$ cat src/rtl/uart_rx.sv
// uart_rx: 8N1 UART receiver, 16x oversampling, show-ahead byte FIFO.
// Define UART_RX_PARITY_EN for an even parity bit and the par_err output.
module uart_rx #(
    parameter int unsigned cnt_max = 26,
    parameter int unsigned fifo_aw = 4
) (
    input  logic       clk,
    input  logic       rst,
    input  logic       rxd,
    input  logic       rd_en,
    input  logic       err_clr,
    output logic [7:0] dout,
    output logic       dout_en,
    output logic       frame_err,
`ifdef UART_RX_PARITY_EN
    output logic       par_err,
`endif
    output logic       of_err
);

    localparam int unsigned DEPTH = 1 << fifo_aw;
    localparam logic [8:0] TICK_MAX = 9'(cnt_max);
    localparam logic [fifo_aw:0] PTR_ONE = {{fifo_aw{1'b0}}, 1'b1};

    typedef enum logic [2:0] {
        S_IDLE,
        S_START,
        S_DATA,
`ifdef UART_RX_PARITY_EN
        S_PARITY,
`endif
        S_STOP,
        S_BRK
    } state_e;

    logic             rxd_meta_q, rxs_q;
    logic [8:0]       tick_cnt_q, tick_cnt_d;
    logic             tick;
    state_e           state_q, state_d;
    logic [3:0]       smp_cnt_q, smp_cnt_d;
    logic [2:0]       bit_cnt_q, bit_cnt_d;
    logic [7:0]       shreg_q, shreg_d;
    logic             push_q, push_d;
    logic             frame_set, par_set;
    logic             frame_err_q, frame_err_d;
    logic             of_err_q, of_err_d;
    logic             par_err_q, par_err_d;
    logic [fifo_aw:0] head_q, head_d, tail_q, tail_d;
    logic [7:0]       mem_q [DEPTH];
    logic             empty, full, pop, wr, ovf;

    // Two-flop synchroniser; idles high so reset never looks like a start bit.
    always_ff @(posedge clk or negedge rst) begin
        if (!rst) begin
            rxd_meta_q <= 1'b1;
            rxs_q      <= 1'b1;
        end else begin
            rxd_meta_q <= rxd;
            rxs_q      <= rxd_meta_q;
        end
    end

    assign tick       = (tick_cnt_q == TICK_MAX);
    assign tick_cnt_d = tick ? 9'd0 : tick_cnt_q + 9'd1;

    // Receive FSM next state; everything moves only on oversampling ticks.
    always_comb begin
        state_d   = state_q;
        smp_cnt_d = smp_cnt_q;
        bit_cnt_d = bit_cnt_q;
        shreg_d   = shreg_q;
        push_d    = 1'b0;
        frame_set = 1'b0;
        par_set   = 1'b0;
        if (tick) begin
            unique case (state_q)
                S_IDLE: begin
                    if (!rxs_q) begin
                        state_d   = S_START;
                        smp_cnt_d = 4'd0;
                    end
                end
                S_START: begin
                    if (smp_cnt_q == 4'd7) begin
                        smp_cnt_d = 4'd0;
                        bit_cnt_d = 3'd0;
                        state_d   = rxs_q ? S_IDLE : S_DATA;
                    end else begin
                        smp_cnt_d = smp_cnt_q + 4'd1;
                    end
                end
                S_DATA: begin
                    smp_cnt_d = smp_cnt_q + 4'd1;
                    if (smp_cnt_q == 4'd15) begin
                        shreg_d   = {rxs_q, shreg_q[7:1]};
                        bit_cnt_d = bit_cnt_q + 3'd1;
                        if (bit_cnt_q == 3'd7) begin
`ifdef UART_RX_PARITY_EN
                            state_d = S_PARITY;
`else
                            state_d = S_STOP;
`endif
                        end
                    end
                end
`ifdef UART_RX_PARITY_EN
                S_PARITY: begin
                    smp_cnt_d = smp_cnt_q + 4'd1;
                    if (smp_cnt_q == 4'd15) begin
                        par_set = (rxs_q != ^shreg_q);
                        state_d = S_STOP;
                    end
                end
`endif
                S_STOP: begin
                    smp_cnt_d = smp_cnt_q + 4'd1;
                    if (smp_cnt_q == 4'd15) begin
                        if (rxs_q) begin
                            push_d  = 1'b1;
                            state_d = S_IDLE;
                        end else begin
                            frame_set = 1'b1;
                            state_d   = S_BRK;
                        end
                    end
                end
                S_BRK: begin
                    if (rxs_q) state_d = S_IDLE;
                end
                default: state_d = S_IDLE;
            endcase
        end
    end

    // FIFO pointer arithmetic, overrun detection and sticky error flags.
    always_comb begin
        empty = (head_q == tail_q);
        full  = (head_q[fifo_aw] != tail_q[fifo_aw]) &&
                (head_q[fifo_aw-1:0] == tail_q[fifo_aw-1:0]);
        pop   = rd_en && !empty;
        wr    = push_q && (!full || pop);
        ovf   = push_q && full && !pop;
        head_d = pop ? head_q + PTR_ONE : head_q;
        tail_d = wr ? tail_q + PTR_ONE : tail_q;
        frame_err_d = err_clr ? 1'b0 : (frame_err_q | frame_set);
        of_err_d    = err_clr ? 1'b0 : (of_err_q | ovf);
        par_err_d   = err_clr ? 1'b0 : (par_err_q | par_set);
    end

    // State, counters, pointers and flags.
    always_ff @(posedge clk or negedge rst) begin
        if (!rst) begin
            tick_cnt_q  <= 9'd0;
            state_q     <= S_IDLE;
            smp_cnt_q   <= 4'd0;
            bit_cnt_q   <= 3'd0;
            shreg_q     <= 8'd0;
            push_q      <= 1'b0;
            head_q      <= '0;
            tail_q      <= '0;
            frame_err_q <= 1'b0;
            of_err_q    <= 1'b0;
            par_err_q   <= 1'b0;
        end else begin
            tick_cnt_q  <= tick_cnt_d;
            state_q     <= state_d;
            smp_cnt_q   <= smp_cnt_d;
            bit_cnt_q   <= bit_cnt_d;
            shreg_q     <= shreg_d;
            push_q      <= push_d;
            head_q      <= head_d;
            tail_q      <= tail_d;
            frame_err_q <= frame_err_d;
            of_err_q    <= of_err_d;
            par_err_q   <= par_err_d;
        end
    end

    // Storage; shreg_q is stable for many ticks after the stop bit.
    always_ff @(posedge clk) begin
        if (wr) mem_q[tail_q[fifo_aw-1:0]] <= shreg_q;
    end

    assign dout      = empty ? 8'h00 : mem_q[head_q[fifo_aw-1:0]];
    assign dout_en   = !empty;
    assign frame_err = frame_err_q;
    assign of_err    = of_err_q;
`ifdef UART_RX_PARITY_EN
    assign par_err   = par_err_q;
`else
    logic unused_par;
    assign unused_par = par_err_q;
`endif

endmodule

$ cat config.mk
export PLATFORM = sky130hd
export DESIGN_NAME = uart_rx
export DESIGN_NICKNAME = d
export VERILOG_FILES = /design/src/rtl/uart_rx.sv
export SDC_FILE = /design/constraint.sdc
export NUM_CORES = 1
export LEC_CHECK = 0
export ABC_AREA = 0
export ABC_CLOCK_PERIOD_IN_PS = 4300
export BUFFER_PORTS_ARGS = -buffer_cell sky130_fd_sc_hd__buf_2
export CAP_MARGIN = 25
export CORE_MARGIN = 10
export CORE_UTILIZATION = 65
export CTS_CLUSTER_SIZE = 24
export DETAILED_ROUTE_END_ITERATION = 6
export GPL_ROUTABILITY_DRIVEN = 0
export PLACE_DENSITY = 0.88
export SYNTH_ARGS = -nofsm -noshare
export SYNTH_HDL_FRONTEND = slang
export SYNTH_SLANG_ARGS = --single-unit
$ cat constraint.sdc
create_clock -name clk -period 4.3 [get_ports clk]
set_input_delay 0.86 -clock clk [delete_from_list [all_inputs] [get_ports clk]]
set_output_delay 0.86 -clock clk [all_outputs]
set_load 0.02 [all_outputs]
Word-level counts from Yosys, hierarchy flattened. Memories as Yosys holds them, arrays and structs flattened. Index checks and enable logic that the tools add are counted.

Register bits: 42. Output and inout bits: 11. Memory bits (writable): 128. Memories kept: 1. Input port bits: 5.

Reductions and logical operators: 17. Mux-type cells: 29. Add/subtract/negate cells: 5. Bitwise logic cells: 2. Eq/ne operators: 17.

Memories: mem_q (words 16, width 8, rd ports 1, clocked after memory_dff 0, wr ports 1, line 49) `logic [7:0] mem_q [DEPTH];`.

Operators with widths (count): 2-to-1 mux 3 bit (9); case mux 3 bit (5 select lines) (1); 2-to-1 mux 1 bit (12); != test 2 bit (second input constant) (6); case mux 4 bit (3 select lines) (1); adder 5 x 1 -> 5 bit (second input constant) (2); adder 9 x 1 -> 9 bit (second input constant) (1); == test 9 x 5 -> 1 bit (second input constant) (1); 2-to-1 mux 9 bit (1); 2-to-1 mux 4 bit (2); 2-to-1 mux 8 bit (1); AND reduction 7 bit (1); == test 3 x 2 -> 1 bit (second input constant) (2); == test 3 bit (second input constant) (2); case mux 3 bit (2 select lines) (1); AND reduction 3 bit (2); == test 5 bit (1); logical AND 1 bit (5); adder 4 x 1 -> 4 bit (second input constant) (1); == test 4 x 3 -> 1 bit (second input constant) (1); == test 4 bit (1); == test 4 bit (second input constant) (1); AND reduction 4 bit (1); adder 3 x 1 -> 3 bit (second input constant) (1); 10 further kinds (13).

Depth between registers and ports, before layout. Gate-level depths: netlist of run 1.

Word-level depth: 7. Gate-level depth with buffers: 7. Gate-level depth less buffers: 6.

Worst setup path after synthesis of run 1. Ideal clock, no wire load.

Path kind: register to output. From: register head_q[0]. To: output port dout[3]. Required time: 3440 ps. Cell stages (with the launch flop): 6. Path slack: 1720 ps. Arrival time: 1720 ps. Cell sequence: dfrtp_1 > buf_2 > buf_2 > mux4_2 > a22oi_1 > a21oi_1.

Longest elaborated chain between the ends: 2. Elaborated cells between the ends (all ways): 3. Those cells by class: eq/ne (1); mux (1); memory (1).

Ends and longest elaborated chain: start, declared (line 48) `logic [fifo_aw:0] head_q, head_d, tail_q, tail_d;`; start signal, assigned (line 159) `head_q <= '0;`; start signal, assigned (line 171) `head_q <= head_d;`; memory (16 x 8 bit) / == test 5 bit (equally long branches); 2-to-1 mux 8 bit * (line 184) `assign dout = empty ? 8'h00 : mem_q[head_q[fifo_aw-1:0]];`; end, declared (line 12) `output logic [7:0] dout,`.

Every way passes the cells marked *; elsewhere a longest branch is shown, timed or not.

Worst setup path after layout of run 1.
From: register head_q[0]. To: output port dout[2].

Same word-level chain as after synthesis.

==> results.toml, run 1 <==
[setup_path]
rrSetupSlack_ns = 1.78
r2r-start = "head_q[0]"
endpoint_kind = "output port"
worstSetupPathType = "reg2out"
reg2reg_to = "mem_q[13][4]"
critPathSlowestCell = "nor2_1"
cp.arrival_ns = 2.69
critPathRequiredTime_ns = 3.44
slowest_delay_ns = 0.67
reg2reg_depth = 4
critPathMaxFanout = 15
start_kind = "flip-flop"
crit_chain = "xnor2_1 > nand4_1 > nor2_1 > a21oi_1 > buf_2"

[sta]
setup_violations = 0
slew_headroom_pct = 38.2
slew_violations = 0
worstMarginPinSlew_ns = 0.925
period_minus_slack_ns = 3.55
rsz0062_at_grt = "false"
worst_slack_ns = 0.751
finalHoldViolations = 0
setup_tns_ns = 0
skew_ns = 0.0117
period_share_pct = 82.5
timing.fmax_mhz = 282

[drt]
wire_per_inst_um = 24.5
drc = 0
wl_um = 14100
drt_iter0_markers = 451
firstDrtPassIters = 5
via_count = 3733
ant_nets = 0
post_drt_via_cell_ratio = 6.50

[synthesis]
synth_cells = 408
syn_avg_cell_area_um2 = 17.2
synth_top_area_share_pct = 54.6
yosysWarnings = 0
synthTopCellsByArea = "edfxtp_1 (55%), dfrtp_1 (14%), mux4_2 (10%)"
ys_ff_latch = 170
synth_edf_count = 128
ys.flop_type = "edfxtp_1"
yosysMostFrequentCell = "edfxtp_1"
synth_cell_types = 50
synth-async-reset-ratio_pct = 24.7
synth_nets = 423
seq_area_frac_synth_pct = 69.6
synth_common_cells = "edfxtp_1 (128), dfrtp_1 (40), mux4_2 (32)"
syn_area_um2 = 7040
yosysTopAreaCell = "edfxtp_1"

[cells_and_area]
register_area_um2 = 4900
final_net_count = 440
area_growth_pct = 11.0
antenna_cells = 0
multi_input_area_um2 = 2010
drive_gt1_share_pct = 24.0
final.fill_count = 593

[global_route]
grt_pass1_wl_um = 22200
grt_max_degree = 43
antenna_found_initial = 0
first_global_vias = 3849
grt.overflow.total = 0
grt_usage_pct = 19.8

[floorplanning]
die_h_um = 124
start_util_pct = 67.5
die-area_um2 = 15400
io_pins = 16
core_region_area_um2 = 10400
die_width_um = 124
num_rows = 37

[run]
maxCapViolCount = 0

[power]
ir_drop_uv = 264
p_per_area_nw_per_um2 = 492
leakage_nw = 3.16

[hold_path]
holdCritPathClass = "reg2reg"
min_to = "rxs_q"
hold_start = "rxd_meta_q"
min_path_cells = 0

[clocking]
htreeDepth = 4
clk_pin_slew_ns = 0.06
cts_sinks = 170
cts_buffer_depth = 2
ctsResizeCount = 0
cts_inserted_buffers = 17
cts_setup_buffers = 0
root_buffer = "clkbuf_8"
cts_tree = "done"
clk_latency_ns = 0.53
ctsHoldBuffers = 0

[placed_design]
dp_hpwl_um = 8790
io_buffers = 15
place_worst_setup_slack_ns = 1.29

[outcome]
status = "completed"
## final cells by class
| class | instances | area share (%) |
|---|---|---|
| Sequential cell | 170 | 62.7 |
| Timing Repair Buffer | 19 | 1.35 |
| Tap cell | 136 | 2.18 |
| Multi-Input combinational cell | 210 | 25.8 |
| Clock inverter | 13 | 2.24 |
| Inverter | 7 | 0.336 |
| Clock buffer | 19 | 5.40 |
## state kept, by name, summed over array words and instances, names as in the netlist, 3 cells and up
name        count
bit_cnt_q       3
head_q          5
mem_q         128
shreg_q         8
smp_cnt_q       4
state_q         3
tail_q          5
tick_cnt_q      9
## placed cells by master (no fill, tap or decap), types with 2 or more instances in the layout
cell type / count
mux4_2: 32
inv_1: 7
nand2_1: 10
nand4_1: 6
dfstp_2: 2
o22ai_1: 2
xor2_1: 5
nor2b_1: 5
nand2b_1: 2
buf_4: 4
a31oi_1: 2
mux2_2: 10
clkbuf_1: 2
a22oi_1: 16
clkinvlp_4: 2
and2_1: 3
a21oi_1: 14
clkbuf_16: 16
clkinv_1: 2
and3_1: 16
dfrtp_1: 39
nor3_1: 3
buf_2: 15
mux2_4: 3
bufinv_16: 4
nand3_1: 6
o21ai_0: 6
or2_2: 2
nor3b_1: 3
nor2_1: 17
edfxtp_1: 128
o211ai_1: 3
ha_1: 10
xnor2_1: 15
clkinv_2: 2
## worst max path at each step
| stage | start | end | slack (ns) | depth (start not counted) |
|---|---|---|---|---|
| after floorplan | head_q[0] | dout[3] | 1.72 | 5 |
| after global placement | head_q[0] | dout[6] | 1.35 | 5 |
| after detailed placement | head_q[0] | dout[0] | 1.29 | 5 |
| after CTS | head_q[0] | dout[0] | 0.70 | 5 |
| after global routing | head_q[0] | dout[2] | 0.53 | 5 |
| final | head_q[0] | dout[2] | 0.75 | 5 |
## worst max-delay path, delay by kind of cell, from the launching register on
family	cells	cell delay (ns)
buf+inv	1	0.22
simple gates	2	0.90
compound gates	1	0.18
xor+xnor	1	0.19
flops	1	0.66
## routing by layer
metal / GRT usage [%] / share of wire, % / vias up
met5: 0 / 0 / -
met4: 6.98 / 1.5 / 0
met3: 4.84 / 6.5 / 12
met2: 32.8 / 52 / 171
met1: 25.2 / 40 / 1912
li1: - / - / 1638
## cell families (layout without fill, tap and decap cells)
group	after synthesis	count (layout)	share of synthesized area, %
AOI/OAI and AO/OA	50	50	4.73
xor gates and xnor gates	20	20	2.49
adders and majority gates	10	10	1.78
buffers and inverters	28	58	1.80
DFF	170	170	69.6
muxes	45	45	12.5
and+or+nand+nor	85	85	7.11
## stage by stage
| step | instances | power, mW | hold WS [ns] | util, % | instance area, um2 |
|---|---|---|---|---|---|
| floorplan | 408 | 2.22 | 0.345 | - | 7040 |
| global placement | 542 | 2.32 | 0.348 | 69.2 | 7210 |
| detailed placement | 542 | 2.34 | 0.351 | 69.2 | 7210 |
| CTS | 574 | 3.86 | 0.360 | 75.0 | 7810 |
| global route | 574 | 3.96 | 0.365 | 75.0 | 7810 |
| finish | 574 | 3.84 | 0.360 | 75.0 | 7810 |
## where the power goes
part / leakage (nW) / internal [mW] / total (mW) / switching, mW
sequential: 2.04 / 1.77 / 1.85 / 0.0712
combinational: 0.845 / 0.189 / 0.465 / 0.276
clock: 0.283 / 0.938 / 1.53 / 0.594
Power figures use the tool's default switching activity.
==> inputs of run 2 (changes only) <==
- ABC_CLOCK_PERIOD_IN_PS: 4300 -> 3000
- CORE_UTILIZATION: 65 -> 56
- PLACE_DENSITY: 0.88 -> 0.81
- clock period: 4.3 -> 3 ns (I/O delays scaled with it)
==> run 2 against run 1 <==
Effect of this change:
- setup slack lost 0.58 ns
- largest cell class unchanged
- via count grew 0.96%
- design area rose by 1.7%
- core utilization fell by 9.7 points
- non-clock buffer count grew 9
- highest routed layer unchanged
- power increased by 44%
- clock skew up 0.0017 ns
- die area rose by 13%
- worst hold slack lost 0.21 ns
- sequential cell count is the same
==> results.toml, run 2 (synthesis results as in run 1) <==
[clocking]
htreeDepth = 4
cts_tree = "done"
cts_sinks = 170
ctsHoldBuffers = 0
cts_inserted_buffers = 17
root_buffer = "clkbuf_16"
clk_latency_ns = 0.43
cts_buffer_depth = 2
cts_setup_buffers = 0
ctsResizeCount = 0
clk_pin_slew_ns = 0.06

[placed_design]
place_area_um2 = 7320
dp_hpwl_um = 8440
io_buffers = 15

[cells_and_area]
final_net_count = 449
area_growth_pct = 12.9
fin_area_um2 = 7940
drive_gt1_share_pct = 25.8
antenna_cells = 0
final_util_pct = 65.3
layout_commonest_cell = "edfxtp_1"
layout_common_cells = "edfxtp_1 (128), dfrtp_1 (39), mux4_2 (32)"
final.fill_count = 826
largest_reg_flops = 128

[floorplanning]
io_pins = 16
start_util_pct = 57.8
core_region_area_um2 = 12200
die_width_um = 132
die-area_um2 = 17400
num_rows = 40
die_h_um = 132

[sta]
skew_ns = 0.0134
timing.fmax_mhz = 353
slew_headroom_pct = 45.8
rsz0062_at_grt = "false"
setup_tns_ns = 0
setup_violations = 0
worstMarginPinSlew_ns = 0.812
period_minus_slack_ns = 2.83
slew_violations = 0
finalHoldViolations = 0
hold_slack_ns = 0.155
period_share_pct = 94.4

[outcome]
status = "completed"

[drt]
via_count = 3769
wl_um = 13500
drc = 0
post_drt_via_cell_ratio = 6.14
ant_nets = 0
drt_iter0_markers = 353
firstDrtPassIters = 5
wire_per_inst_um = 22.0

[setup_path]
endpoint_kind = "output port"
critPathMaxFanout = 13
start_kind = "flip-flop"
worstSetupPathType = "reg2out"
cp.arrival_ns = 2.23
reg2reg_depth = 5
critPathRequiredTime_ns = 2.40

[global_route]
grt.overflow.total = 0
grt_usage_pct = 16.2
antenna_found_initial = 0
grt_max_degree = 43
first_global_vias = 3893
grt_pass1_wl_um = 21800

[run]
maxCapViolCount = 0

[power]
p_per_area_nw_per_um2 = 698
ir_drop_uv = 443
leakage_nw = 3.21

[hold_path]
holdCritPathClass = "in2async"
-- run 2: path summary, 6_finish.rpt --
| check | startpoint | to | slack (ns) |
|---|---|---|---|
| worst max-delay path | head_q[0] | dout[2] | 0.17 |
| worst min-delay path | rst | rxs_q | 0.15 |
| worst max register to register | head_q[0] | mem_q[8][1] | 0.53 |
| worst min register to register | rxd_meta_q | rxs_q | 0.36 |
| max in group asynchronous | rst | head_q[0] | 2.61 |
| min in group clk | rxd | rxd_meta_q | 0.28 |
-- run 2: critical path, stage by stage, from the launching register on --
cell and delay (ns):
dfrtp_2 0.47, buf_12 0.20, mux4_2 0.51, a22oi_1 0.33, a21oi_1 0.12, buf_2 0.17
-- run 2: layout make-up --
class	count	area, um2	share of cell area [%]
tap	168	210	2.65
clock inverter	14	148	1.86
inverter	7	26.3	0.331
clock buffer	17	425	5.36
multi-input combinational	210	2010	25.3
timing repair buffer	28	223	2.80
sequential	170	4900	61.7
-- run 2: through the flow --
stage                     power, mW  setup slack [ns]  cells
final                          5.55             0.169    614
after global routing           5.73            0.0917    614
after CTS                      5.54            0.0424    609
after detailed placement       3.44             0.551    578
after global placement         3.43             0.535    578
after floorplan                3.18             0.680    408
-- run 2: layer usage --
metal	global-route usage [%]	vias up	routed length (um)
met5	0	-	0
met4	6.00	0	178
met3	4.80	16	788
met2	25.9	123	6860
met1	20.4	1974	5670
li1	-	1656	-
-- run 2: power by group --
part	total (mW)	switching, mW	leakage (nW)	internal [mW]
Combinational	0.822	0.437	0.908	0.385
Clock	2.11	0.886	0.271	1.22
Sequential	2.62	0.0735	2.04	2.54
Total	5.55	1.40	3.21	4.15
